### src/rtl/clk_div_pkg.sv
// clk_div_pkg
// Shared definitions for the multi-channel clock divider (clk_div_multi and
// its per-channel core clk_div_ch).
//   CLK_DIV_WIDTH_DEFAULT : default divisor/counter width in bits
//   CLK_DIV_DEF_DIV       : reset divisor, 1 Hz toggle output from 50 MHz
//   clk_div_mode_e        : per-channel output mode (toggle / pulse)
//   ch_idx_width()        : width of a channel-index bus, never below 1 bit
package clk_div_pkg;

  localparam int CLK_DIV_WIDTH_DEFAULT = 32;
  localparam int unsigned CLK_DIV_DEF_DIV = 32'd24999999;

  typedef enum logic {
    MODE_TOGGLE = 1'b0,
    MODE_PULSE  = 1'b1
  } clk_div_mode_e;

  // A single-channel build still needs a 1-bit index port so that an
  // out-of-range index (1) can be expressed and ignored.
  function automatic int ch_idx_width(input int n_ch);
    return (n_ch <= 2) ? 1 : $clog2(n_ch);
  endfunction

endpackage

### src/rtl/clk_div_ch.sv
// clk_div_ch
// One divider channel: free-running counter, runtime-loadable divisor
// register, wrap compare and the registered toggle / tick outputs.
// Optional macro CLKDIV_SYNC_EN adds the 'sync' phase-alignment input.
// Ports:
//   clk      in   system clock (CCLK)
//   rst      in   synchronous active-high reset
//   en       in   run enable; when low, count and clk_out hold, tick is 0
//   mode     in   MODE_TOGGLE (square wave) or MODE_PULSE (one-cycle tick)
//   div_we   in   divisor write strobe for this channel
//   div_val  in   divisor value written when div_we is high
//   sync     in   (CLKDIV_SYNC_EN only) clears count and outputs
//   clk_out  out  registered square-wave output
//   tick     out  registered one-cycle strobe
module clk_div_ch
  import clk_div_pkg::*;
#(
  parameter int               WIDTH   = CLK_DIV_WIDTH_DEFAULT,
  parameter logic [WIDTH-1:0] DEF_DIV = WIDTH'(CLK_DIV_DEF_DIV)
) (
  input  logic             clk,
  input  logic             rst,
  input  logic             en,
  input  clk_div_mode_e    mode,
  input  logic             div_we,
  input  logic [WIDTH-1:0] div_val,
`ifdef CLKDIV_SYNC_EN
  input  logic             sync,
`endif
  output logic             clk_out,
  output logic             tick
);

  logic [WIDTH-1:0] cnt;
  logic [WIDTH-1:0] div;
  logic [WIDTH-1:0] cnt_nxt;
  logic             clk_nxt;
  logic             tick_nxt;
  logic             wrap;

  // The compare is >= rather than == so that loading a divisor below the
  // current count forces a wrap on the next cycle instead of letting the
  // counter run all the way round 2^WIDTH.
  assign wrap = (cnt >= div);

  // Next-state for counter and outputs. Mode only matters at a wrap, so a
  // mid-count mode change takes effect at the next wrap; a toggle-mode wrap
  // never raises tick and a pulse-mode wrap never moves clk_out.
  always_comb begin
    cnt_nxt  = cnt;
    clk_nxt  = clk_out;
    tick_nxt = 1'b0;
    if (en) begin
      if (wrap) begin
        cnt_nxt = '0;
        if (mode == MODE_TOGGLE) begin
          clk_nxt = ~clk_out;
        end else begin
          tick_nxt = 1'b1;
        end
      end else begin
        cnt_nxt = cnt + WIDTH'(1);
      end
    end
`ifdef CLKDIV_SYNC_EN
    // Alignment overrides counting but not the divisor write below.
    if (sync) begin
      cnt_nxt  = '0;
      clk_nxt  = 1'b0;
      tick_nxt = 1'b0;
    end
`endif
  end

  // State registers. The divisor write is independent of the counter path:
  // this cycle's wrap compare still sees the old divisor, the new one is
  // used from the next cycle on.
  always_ff @(posedge clk) begin
    if (rst) begin
      cnt     <= '0;
      div     <= DEF_DIV;
      clk_out <= 1'b0;
      tick    <= 1'b0;
    end else begin
      cnt     <= cnt_nxt;
      clk_out <= clk_nxt;
      tick    <= tick_nxt;
      if (div_we) begin
        div <= div_val;
      end
    end
  end

endmodule

### src/rtl/clk_div_multi.sv
// clk_div_multi
// N_CH independent clock dividers running from the 50 MHz crystal clock.
// Each channel produces either a 50% square wave (toggle mode, period
// 2*(div+1) cycles) or a one-cycle clock-enable tick (pulse mode, period
// div+1 cycles). Divisors are written one channel at a time via load.
// Optional macro CLKDIV_SYNC_EN adds sync_in, which phase-aligns all channels.
// Ports:
//   CCLK      in   50 MHz system clock
//   rst       in   synchronous active-high reset
//   en        in   per-channel run enable
//   mode      in   per-channel mode, 0 = toggle, 1 = pulse
//   load      in   divisor write strobe (one cycle)
//   load_ch   in   channel index for the write; indices >= N_CH are ignored
//   load_val  in   divisor value
//   sync_in   in   (CLKDIV_SYNC_EN only) clear every channel's phase
//   clk_out   out  per-channel registered square-wave outputs
//   tick      out  per-channel registered one-cycle strobes
module clk_div_multi
  import clk_div_pkg::*;
#(
  parameter int               N_CH    = 4,
  parameter int               WIDTH   = CLK_DIV_WIDTH_DEFAULT,
  parameter logic [WIDTH-1:0] DEF_DIV = WIDTH'(CLK_DIV_DEF_DIV),
  localparam int              CH_W    = ch_idx_width(N_CH)
) (
  input  logic              CCLK,
  input  logic              rst,
  input  logic [N_CH-1:0]   en,
  input  logic [N_CH-1:0]   mode,
  input  logic              load,
  input  logic [CH_W-1:0]   load_ch,
  input  logic [WIDTH-1:0]  load_val,
`ifdef CLKDIV_SYNC_EN
  input  logic              sync_in,
`endif
  output logic [N_CH-1:0]   clk_out,
  output logic [N_CH-1:0]   tick
);

  logic [N_CH-1:0] ch_we;

  // Decode the load strobe into one write enable per channel. An index at
  // or above N_CH matches no channel, so such a write is simply dropped.
  always_comb begin
    ch_we = '0;
    for (int i = 0; i < N_CH; i++) begin
      if (load && (load_ch == CH_W'(i))) begin
        ch_we[i] = 1'b1;
      end
    end
  end

  for (genvar g = 0; g < N_CH; g++) begin : g_ch
    clk_div_ch #(
      .WIDTH   (WIDTH),
      .DEF_DIV (DEF_DIV)
    ) u_ch (
      .clk     (CCLK),
      .rst     (rst),
      .en      (en[g]),
      .mode    (clk_div_mode_e'(mode[g])),
      .div_we  (ch_we[g]),
      .div_val (load_val),
`ifdef CLKDIV_SYNC_EN
      .sync    (sync_in),
`endif
      .clk_out (clk_out[g]),
      .tick    (tick[g])
    );
  end

endmodule

### config.mk
export PLATFORM = sky130hd
export DESIGN_NAME = clk_div_multi
export DESIGN_NICKNAME = d
export VERILOG_FILES = /design/src/rtl/clk_div_pkg.sv /design/src/rtl/clk_div_ch.sv /design/src/rtl/clk_div_multi.sv
export SDC_FILE = /design/constraint.sdc
export NUM_CORES = 1
export LEC_CHECK = 0
export CELL_PAD_IN_SITES_DETAIL_PLACEMENT = 1
export CELL_PAD_IN_SITES_GLOBAL_PLACEMENT = 2
export CORE_UTILIZATION = 35
export DETAILED_ROUTE_END_ITERATION = 7
export GPL_TIMING_DRIVEN = 0
export PLACE_DENSITY_LB_ADDON = 0.1
export SETUP_SLACK_MARGIN = 0.1
export SYNTH_ARGS = -nofsm -noshare
export SYNTH_HDL_FRONTEND = slang
export SYNTH_HIERARCHICAL = 1
export SYNTH_SLANG_ARGS = --single-unit
### constraint.sdc
create_clock -name CCLK -period 6.65 [get_ports CCLK]
set_input_delay 1.33 -clock CCLK [delete_from_list [all_inputs] [get_ports CCLK]]
set_output_delay 1.33 -clock CCLK [all_outputs]
set_load 0.005 [all_outputs]
==> results.toml <==
[outcome]
status = "complete, no violations"

[synth]
ys_types = 44
synth_top_area_cell = "dfxtp_1"
netlist_area_sq_mm = 0.0141
synthArstFlopShare = 0
synth-seq-cells = 264
synth.area.top_cells = "dfxtp_1 (37%), ha_1 (12%), mux2i_1 (4.5%)"
yosys-top-cells-count = "dfxtp_1 (264), nand2_1 (144), inv_1 (140)"
syn_avg_cell_area_sq_um = 8.95
synth_flop_cell = "dfxtp_1"
seq_area_frac_synth = 0.375
yosysMostFrequentCell = "dfxtp_1"
synth_warnings = 6
synth_edf_count = 0
synthCells = 1576
syn_nets = 1753
netlist.area_leader.share = 0.375

[worst_setup_path]
path_buf_inv = 3
crit_chain = "clkdlybuf4s50_1 -> clkinv_1 -> buf_1 -> o211ai_1"
worst_setup_path_end_kind = "flop"
required_ns = 7.10
max_stage_delay_ns = 1.32
cp.arrival_ns = 3.94
crit_path_start_kind = "input pin"
worst_path_dominant_cell_family = "buffers and inverters"
cpMaxStageDelayCell = "clkdlybuf4s50_1"
critPathMaxFanout = 20
path_class = "input pin to flop"

[clock_network]
clk_path_buf_depth = 3
clockRootBuffer = "clkbuf_16"
post-cts-setup-buffer-count = 0
cts_resized = 0
clock_latency_ns = 0.54
cts_hold_buf = 0
clk_pin_slew_ns = 0.05
cts.sinks = 264
cts_buffers = 35
cts_tree = "done"
h-tree-depth = 2

[placed_design]
dp_hpwl_mm = 31.0
placed_cells = 2153
preCtsSetupSlack_ns = 2.43
io_buffers = 52
routabilityCongestion = 0.752

[cells_and_area]
final_util = 0.414
area.growth.synth_to_final_pct = 16.4
drive_gt1_frac = 0.0840
layout.cells.non_filler = 2215
fin_nets = 1842
antenna_cells = 0

[drt]
wire_per_inst_um = 18.6
drtIter0Drc = 399
vias = 11100
first_pass_iters = 4
drcViolationCount = 0
viasPerCell = 5.00
routed_wl_mm = 41.2
ant_nets = 0

[die]
start_util = 0.355
core.rowCount = 73
fp.dieW_um = 203
ioPinCount = 53
die_h_um = 203
die-area_sq_mm = 0.0411
core_sq_mm = 0.0397

[global_route]
grt_pass1_wl_mm = 65.5
grt_pass1_vias = 11200
gr-usage-all-layers = 0.206
grt_max_degree = 21
overflow = 0
grt_antenna_before_repair = 0

[min_path]
hold_class = "flop to flop"

[timing]
slew_violations = 0
fmax_mhz = 286
finalSetupTns_ns = 0
fin_ws_ns = 3.16
hold_viol = 0
worst_pin_slew_ns = 1.28
period_needed_ns = 3.49
slew_headroom = 0.144
post-route-period-util = 0.525
grt_setup_unrepaired = "false"
fin_skew_ns = 0.0164
setup_viol = 0

[pwr]
fin_total_pwr_uw = 3770
switchingPower_uw = 897
ir_worst_vdd_uv = 123
netSwitchingFraction = 0.238
leakage_uw = 0.00668
seqPwrFrac = 0.434
pwr_density_cell_mw_per_mm2 = 230
combPwrFrac = 0.068
intPower_uw = 2880
p_clk_frac = 0.499

[flow_run]
cap_violations = 0
==> metal layers <==
| layer | track usage | vias up | part of all wire |
|---|---|---|---|
| met5 | 0 | - | 0 |
| met2 | 0.318 | 88 | 0.44 |
| li1 | - | 5654 | - |
| met4 | 0.0532 | 0 | 0.021 |
| met1 | 0.298 | 5278 | 0.52 |
| met3 | 0.0313 | 47 | 0.024 |
==> logic make-up after synthesis <==
family / Yosys count / synth area share
AOI/OAI and AO/OA: 188 / 0.101
xor gates and xnor gates: 112 / 0.0695
adders and majority gates: 132 / 0.117
buffers and inverters: 208 / 0.0599
DFF: 264 / 0.375
muxes: 68 / 0.0486
and+or+nand+nor: 604 / 0.229
==> layout by cell type (no fill, tap or decap), types with 6 or more instances in the layout <==
master             n
clkinv_2           7
or2_2             12
nor3_2            40
a21oi_1           56
a21o_1            20
nand2_1          144
nand2b_1          20
nand3_1           48
ha_1             132
buf_6              8
mux2i_1           64
nor2b_1           16
nor3_1            88
clkbuf_16         37
o211ai_1          68
dfxtp_1          264
and3_1            16
xor2_1            56
clkbuf_1          50
nor4_1             8
nor2_1           116
xnor2_1           56
nand4_1           52
or3_1              8
clkbuf_8           6
buf_1             12
clkdlybuf4s50_1   52
inv_1            140
o21ai_0           12
and4_1            16
==> sequential cells by signal, summed over array words and instances (netlist names) <==
signal             cells
g_ch.u_ch/clk_out      4
g_ch.u_ch/div        128
g_ch.u_ch/tick         4
g_ch.u_ch/cnt        128
==> power by group through the flow <==
stage	Clock [uW]	Combinational (uW)	Sequential [uW]
final	1880	255	1640
after floorplan	0	149	1670
after CTS	1950	261	1640
after detailed placement	0	259	1670
after global placement	0	253	1670
after global routing	2020	283	1640
==> final timing paths <==
path                  startpoint                    to  slack (ns)  cells past startpoint
max                          rst  g_ch[2].u_ch/div[21]        3.16                      4
min          g_ch[0].u_ch/div[0]   g_ch[0].u_ch/div[0]        0.48                      2
max reg2reg  g_ch[3].u_ch/cnt[0]  g_ch[3].u_ch/cnt[29]        3.98                     10
min reg2reg  g_ch[0].u_ch/div[0]   g_ch[0].u_ch/div[0]        0.48                      2
==> area by class of cell <==
cell class	instances	area, sq um
sequential	264	5290
inverter	144	541
timing repair buffer	52	520
clock inverter	9	95.1
multi-input combinational	1104	7980
clock buffer	53	1050
fill	4596	23300
buffer	64	305
tap	525	657
==> per-stage QoR <==
step                instance area (sq um)  hold WS [ns]
floorplan                           14100         0.446
global placement                    15300         0.462
detailed placement                  15300         0.471
CTS                                 16400         0.485
global route                        16400         0.516
finish                              16400         0.484
==> worst register-to-register path: stages, from the launching register on <==
cell       delay (ns)
dfxtp_1          0.38
inv_1            0.10
ha_1             0.29
nand2b_4         0.14
a2111oi_4        0.35
nor4b_1          0.12
o41ai_4          0.58
a21boi_2         0.15
buf_6            0.17
buf_6            0.16
nor3_2           0.16
(Power assumes the default switching activity.)
